`src/rtl/alu_pkg.sv`:
```
// Shared datapath types and elaboration helpers for the pipelined CLA adder.
package alu_pkg;

  typedef struct packed {
    logic cout;
    logic ovf;
    logic zero;
  } alu_flags_t;

  function automatic int unsigned calc_stages(input int unsigned width,
                                              input int unsigned stage_bits);
    return (stage_bits == 0) ? 1 : width / stage_bits;
  endfunction

  function automatic bit cfg_ok(input int unsigned width, input int unsigned stage_bits);
    return (stage_bits != 0) && (stage_bits % 4 == 0) &&
           (width != 0) && (width % stage_bits == 0);
  endfunction

  // Bit offset of stage <stage>'s remaining-b field in the packed b pipeline vector
  function automatic int unsigned b_offset(input int unsigned width,
                                           input int unsigned stage_bits,
                                           input int unsigned stage);
    int unsigned off;
    off = 0;
    for (int unsigned i = 0; i < stage; i++) off += width - i * stage_bits;
    return off;
  endfunction

endpackage

```
`src/rtl/cla_group_n.sv`:
```
// Combinational N-bit carry-lookahead adder: 4-bit P/G groups plus second-level lookahead.
module cla_group_n #(
  parameter int unsigned N = 8
) (
  input  logic [N-1:0] a,
  input  logic [N-1:0] b,
  input  logic         c_in,
  output logic [N-1:0] sum,
  output logic         c_out,
  output logic         c_msb_in
);

  localparam int unsigned NG = N / 4;

  logic [N-1:0]  p;
  logic [N-1:0]  g;
  logic [N-1:0]  c;
  logic [NG-1:0] gp;
  logic [NG-1:0] gg;
  logic [NG:0]   gc;
  logic          term;

  assign p = a ^ b;
  assign g = a & b;

  always_comb begin
    gp   = '0;
    gg   = '0;
    gc   = '0;
    c    = '0;
    term = 1'b0;
    for (int k = 0; k < int'(NG); k++) begin
      gp[k] = &p[4*k +: 4];
      gg[k] = g[4*k+3] | (p[4*k+3] & g[4*k+2]) | (p[4*k+3] & p[4*k+2] & g[4*k+1]) |
              (&p[4*k+1 +: 3] & g[4*k]);
    end
    // Group carries as flat sum-of-products, no ripple between groups
    for (int j = 0; j <= int'(NG); j++) begin
      term = c_in;
      for (int k = 0; k < j; k++) term = term & gp[k];
      gc[j] = term;
      for (int i = 0; i < j; i++) begin
        term = gg[i];
        for (int k = i + 1; k < j; k++) term = term & gp[k];
        gc[j] = gc[j] | term;
      end
    end
    for (int k = 0; k < int'(NG); k++) begin
      c[4*k]   = gc[k];
      c[4*k+1] = g[4*k] | (p[4*k] & gc[k]);
      c[4*k+2] = g[4*k+1] | (p[4*k+1] & g[4*k]) | (p[4*k+1] & p[4*k] & gc[k]);
      c[4*k+3] = g[4*k+2] | (p[4*k+2] & g[4*k+1]) | (p[4*k+2] & p[4*k+1] & g[4*k]) |
                 (p[4*k+2] & p[4*k+1] & p[4*k] & gc[k]);
    end
  end

  assign sum      = p ^ c;
  assign c_out    = gc[NG];
  assign c_msb_in = c[N-1];

endmodule

```
`src/rtl/cla_pipe_adder.sv`:
```
// Pipelined carry-lookahead adder/subtractor, one STAGE_BITS slice per stage, global-advance handshake.
module cla_pipe_adder
  import alu_pkg::*;
#(
  parameter int unsigned WIDTH      = 16,
  parameter int unsigned STAGE_BITS = 8
) (
  input  logic             clk,
  input  logic             rst,
  input  logic             in_valid,
  output logic             in_ready,
  input  logic [WIDTH-1:0] a,
  input  logic [WIDTH-1:0] b,
  input  logic             cin,
  input  logic             sub,
  output logic             out_valid,
  input  logic             out_ready,
  output logic [WIDTH-1:0] sum,
  output logic             cout,
  output logic             ovf,
  output logic             zero
);

  localparam int unsigned SB     = STAGE_BITS;
  localparam int unsigned STAGES = calc_stages(WIDTH, STAGE_BITS);
  localparam int unsigned B_BITS = b_offset(WIDTH, SB, STAGES);

  if (!cfg_ok(WIDTH, STAGE_BITS)) begin : g_cfg_err
    $error("cla_pipe_adder: WIDTH must be a multiple of STAGE_BITS, STAGE_BITS a multiple of 4");
  end

  // Stage j register: acc holds finished sum slices below j*SB and untouched a slices above
  logic [STAGES-1:0] v_q, v_d;
  logic [STAGES-1:0] c_q, c_d;
  logic [STAGES-1:0] z_q, z_d;
  logic [WIDTH-1:0]  acc_q [STAGES];
  logic [WIDTH-1:0]  acc_d [STAGES];
  logic [B_BITS-1:0] b_q, b_d;

  logic              out_valid_q, out_valid_d;
  logic [WIDTH-1:0]  sum_q, sum_d;
  alu_flags_t        flags_q, flags_d;

  logic [SB-1:0]     s_sl [STAGES];
  logic [STAGES-1:0] co_sl;
  logic [STAGES-1:0] cm_sl;
  logic              adv_c;
  logic              unused_cmsb;

  assign adv_c       = ~out_valid_q | out_ready;
  assign in_ready    = adv_c;
  assign unused_cmsb = ^cm_sl;

  for (genvar j = 0; j < int'(STAGES); j++) begin : g_stage
    cla_group_n #(.N(SB)) u_cla (
      .a        (acc_q[j][j*SB +: SB]),
      .b        (b_q[b_offset(WIDTH, SB, j) +: SB]),
      .c_in     (c_q[j]),
      .sum      (s_sl[j]),
      .c_out    (co_sl[j]),
      .c_msb_in (cm_sl[j])
    );
  end

  always_comb begin
    v_d         = '0;
    c_d         = '0;
    z_d         = '0;
    b_d         = '0;
    for (int unsigned i = 0; i < STAGES; i++) acc_d[i] = '0;
    out_valid_d = 1'b0;
    sum_d       = '0;
    flags_d     = '0;

    v_d[0]           = in_valid;
    acc_d[0]         = a;
    b_d[WIDTH-1:0]   = sub ? ~b : b;
    c_d[0]           = sub ? ~cin : cin;
    z_d[0]           = 1'b1;

    for (int unsigned j = 0; j + 1 < STAGES; j++) begin
      v_d[j+1]               = v_q[j];
      acc_d[j+1]             = acc_q[j];
      acc_d[j+1][j*SB +: SB] = s_sl[j];
      c_d[j+1]               = co_sl[j];
      z_d[j+1]               = z_q[j] & (s_sl[j] == '0);
      for (int unsigned i = 0; i < WIDTH; i++) begin
        if (i < WIDTH - (j + 1) * SB)
          b_d[b_offset(WIDTH, SB, j + 1) + i] = b_q[b_offset(WIDTH, SB, j) + SB + i];
      end
    end

    // Final slice feeds the registered result and flags directly
    out_valid_d                     = v_q[STAGES-1];
    sum_d                           = acc_q[STAGES-1];
    sum_d[(STAGES-1)*SB +: SB]      = s_sl[STAGES-1];
    flags_d.cout                    = co_sl[STAGES-1];
    flags_d.ovf                     = cm_sl[STAGES-1] ^ co_sl[STAGES-1];
    flags_d.zero                    = z_q[STAGES-1] & (s_sl[STAGES-1] == '0);
  end

  always_ff @(posedge clk) begin
    if (rst) begin
      v_q         <= '0;
      c_q         <= '0;
      z_q         <= '0;
      b_q         <= '0;
      for (int unsigned i = 0; i < STAGES; i++) acc_q[i] <= '0;
      out_valid_q <= 1'b0;
      sum_q       <= '0;
      flags_q     <= '0;
    end else if (adv_c) begin
      v_q         <= v_d;
      c_q         <= c_d;
      z_q         <= z_d;
      b_q         <= b_d;
      for (int unsigned i = 0; i < STAGES; i++) acc_q[i] <= acc_d[i];
      out_valid_q <= out_valid_d;
      sum_q       <= sum_d;
      flags_q     <= flags_d;
    end
  end

  assign out_valid = out_valid_q;
  assign sum       = sum_q;
  assign cout      = flags_q.cout;
  assign ovf       = flags_q.ovf;
  assign zero      = flags_q.zero;

endmodule

```
`config.mk`:
```
export PLATFORM = sky130hd
export DESIGN_NAME = cla_pipe_adder
export DESIGN_NICKNAME = d
export VERILOG_FILES = /design/src/rtl/alu_pkg.sv /design/src/rtl/cla_group_n.sv /design/src/rtl/cla_pipe_adder.sv
export SDC_FILE = /design/constraint.sdc
export NUM_CORES = 1
export LEC_CHECK = 0
export ABC_AREA = 0
export CAP_MARGIN = 10
export CORE_ASPECT_RATIO = 0.75
export CORE_MARGIN = 3
export CORE_UTILIZATION = 49
export DETAILED_ROUTE_END_ITERATION = 7
export GPL_TIMING_DRIVEN = 0
export HOLD_SLACK_MARGIN = 0.03
export PLACE_DENSITY = 0.76
export SYNTH_ARGS = -nofsm -noshare
export SYNTH_HDL_FRONTEND = slang
export SYNTH_HIERARCHICAL = 1
export SYNTH_SLANG_ARGS = --single-unit
```
`constraint.sdc`:
```
create_clock -name clk -period 2.2 [get_ports clk]
set_input_delay 0.66 -clock clk [delete_from_list [all_inputs] [get_ports clk]]
set_output_delay 0.66 -clock clk [all_outputs]
set_load 0.01 [all_outputs]
```
==> results.md <==
* Status: finished with violations
* Violated checks: negative setup slack
* Gr usage total at 20.0%
* Post-synthesis sequential area ratio at 50.9%
* Vias at 2834
* Startpoint types: flip-flop
* Final period util at 106%
* CTS Buffer Depth at 2
* Yosys top cell by area: dfxtp_1
* Total wire length at 8260 µm
* Final slew viol count at 0
* Min Clock Period, post-route at 2.34 ns
* Hpwl dp at 5900 µm
* Largest net degree at the start of global routing at 33
* Num CTS Buffers at 9
* Die footprint at 0.00898 mm²
* Synth top cells by count: nand2_1, dfxtp_1, a21oi_1, and2_1, edfxtp_1
* Worst Setup End Kind: flip-flop
* CP required at 2.30 ns
* Drt pass-1 iters at 4
* Synthesis Warnings at 6
* Post-synth EDFFs at 32
* Setup_tns at -0.295 ns
* Mapped Cells at 370
* Buf/Inv on CP at 2
* Synth cell types at 37
* Synth Area per Inst at 10.4 µm²
* Most common cell in the synthesized netlist: nand2_1
* TritonCTS clock tree: done
* Detailed router's first-iteration violation count at 151
* Area share of the largest cell type after synthesis at 25.9%
* Critical setup path kind: flip-flop to flip-flop
* Vias in the first global route at 2922
* Leak Pwr at 0.00196 µW
* Critical Path AT at 2.43 ns
* Initial Util at 51.4%
* Final RePlAce weighted congestion at 0.823
* Routed Antenna Nets at 0
* PortBufs at 56
* Delay-heaviest family, CP: adder cells
* I/O pins at 59
* Final Setup Violations at 4
* Power Dens Cells at 728 mW/mm²
* Cts hold-fix bufs at 0
* H-tree Lvls at 3
* Most used DFF post-synth: dfxtp_1
* Crit-path slowest cell: fa_2
* Grt met3 use at 5.67%
* First-pass GRT wire length at 14100 µm
* Nets at 505
* Peak VDD IR at 0.421 mV
* Worst Max-Slew Pin Slew at 0.813 ns
* Reg2reg setup slack at -0.14 ns
* Synthesis-stage register bit count at 82
* Cell breakdown of the critical path: ha_1 > a21oi_2 > nor2b_2 > a311o_1 > fa_2 > buf_4 > buf_6 > and2_1
* Worst-Skew Late Latency at 0.34 ns
* Min-delay worst type: flip-flop to flip-flop
* Gr ovfl total at 0
* N_diodes at 0
* Tot Pwr at 3640 µW
* Area Growth Syn to Fin at 29.5%
* Post-route setup slack at -0.139 ns
* Worst-path clk slew at 0.08 ns
* Mapped cell area at 0.00386 mm²
* Largest cells by area after synthesis: dfxtp_1, edfxtp_1, a211oi_2
* Post-route DRC at 0
* Gr busiest metal: met2
* Die X at 108 µm
* Final instance area at 0.00499 mm²
* Vias per std cell at 5.12
* Syn nets at 428
* Share of layout cells above drive strength 1 at 17.9%
* Fin. Hold Viols at 0
* Relative slew slack at 45.8%
* CTS root buffer: clkbuf_8
* Total core area at 0.00750 mm²
* Layout Skew at 0.00995 ns
* Filler cell count at 611
* Crit Path Max Fanout at 4
* RSZ-0062 raised after global routing: yes
* GRT met1 Usage at 26.5%
* Cell row count at 27
* Post-synth ARST share at 0%
* DP Area at 0.00456 mm²
* Initial antenna violation count at 0
* DR WL/cell at 14.9 µm
* Die H at 82.8 µm
* CP peak stage delay at 0.48 ns
* Maxcap violations at 0
* Met2 Use GR at 32.9%
* FMAX at 0.428 GHz
* Clock Sinks at 82
* Layout Utilization at 66.6%
==> cells by family (layout without fill, tap and decap cells) <==
family,count (synthesis),count (layout),synth area share (%)
buffers and inverters,34,116,4.77
DFF,82,82,50.9
and+or+nand+nor,136,136,16.6
xor gates and xnor gates,28,28,6.36
AOI/OAI and AO/OA,70,70,14.1
adders and majority gates,20,20,7.27
==> final timing paths <==
check                           depth (start not counted)                      start                    endpoint
worst max-delay path                                    8  acc_q[0][0]$_SDFFCE_PN0P_  acc_q[0][20]$_SDFFCE_PN0P_
worst min-delay path                                    2        sum[3]$_SDFFE_PP0P_         sum[3]$_SDFFE_PP0P_
worst max register to register                          8  acc_q[0][0]$_SDFFCE_PN0P_  acc_q[0][20]$_SDFFCE_PN0P_
worst min register to register                          2        sum[3]$_SDFFE_PP0P_         sum[3]$_SDFFE_PP0P_
==> routing by layer <==
metal	share of wire (%)	wire (µm)
met5	0	0
met4	0.35	29
met3	5.7	474
met2	49	4050
met1	45	3710
==> per-stage QoR <==
step           setup slack (ns)  hold WS (ns)  std cells
2_1_floorplan            0.0104         0.427        370
3_3_place_gp             -0.737         0.440        527
3_5_place_dp             -0.739         0.446        527
4_1_cts                  -0.110         0.454        550
5_1_grt                  -0.261         0.478        553
6_report                 -0.139         0.449        553
==> power by group <==
group          total (µW)  switching [µW]  internal (µW)
combinational         604             279            325
sequential           1760            64.2           1700
clock                1270             521            747
total                3640             864           2770
==> worst min-delay path: stages, from the launching register on <==
cell     delay [ns]
dfxtp_1        0.31
nand2_1        0.05
a21oi_1        0.05
==> placed cells by master (no fill, tap or decap), types with 3 or more instances in the layout <==
master / synthesis / layout
a211oi_2: 18 / 18
a21oi_1: 36 / 33
a21oi_2: 1 / 4
and2_1: 32 / 31
buf_2: 6 / 7
buf_4: 2 / 11
buf_6: 5 / 5
bufinv_16: 0 / 3
clkbuf_1: 8 / 9
clkbuf_8: 0 / 9
clkdlybuf4s50_1: 0 / 54
dfxtp_1: 50 / 50
edfxtp_1: 32 / 32
ha_1: 16 / 11
ha_4: 0 / 5
inv_1: 11 / 11
nand2_1: 58 / 58
nand4_1: 4 / 4
nor2_1: 28 / 28
nor2b_2: 1 / 3
xnor2_1: 24 / 23
xor2_1: 4 / 3
==> final cells by class <==
type                       count  area [µm²]  share of cell area, %
buffer                        21         136                   2.73
sequential                    82        1960                   39.3
multi-input combinational    254        1840                   36.9
tap                          101         126                   2.53
clock buffer                  10         128                   2.56
inverter                      12        47.5                  0.952
clock inverter                 6         105                   2.10
timing repair buffer          67         644                   12.9
==> sequential cells by signal, indices dropped and copies added (netlist names) <==
signal	cells
acc_q	32
b_q	24
sum	16
c_q	2
v_q	2
z_q	2
cout	1
out_valid	1
ovf	1
zero	1
==> repair_timing <==
item                                    CTS  global route
cloned                                    0             0
pin swaps                                14             4
endpoints found under the setup margin    8            10
setup buffers                             8             4
resized for setup                        20             8
Power figures use the tool's default switching activity.
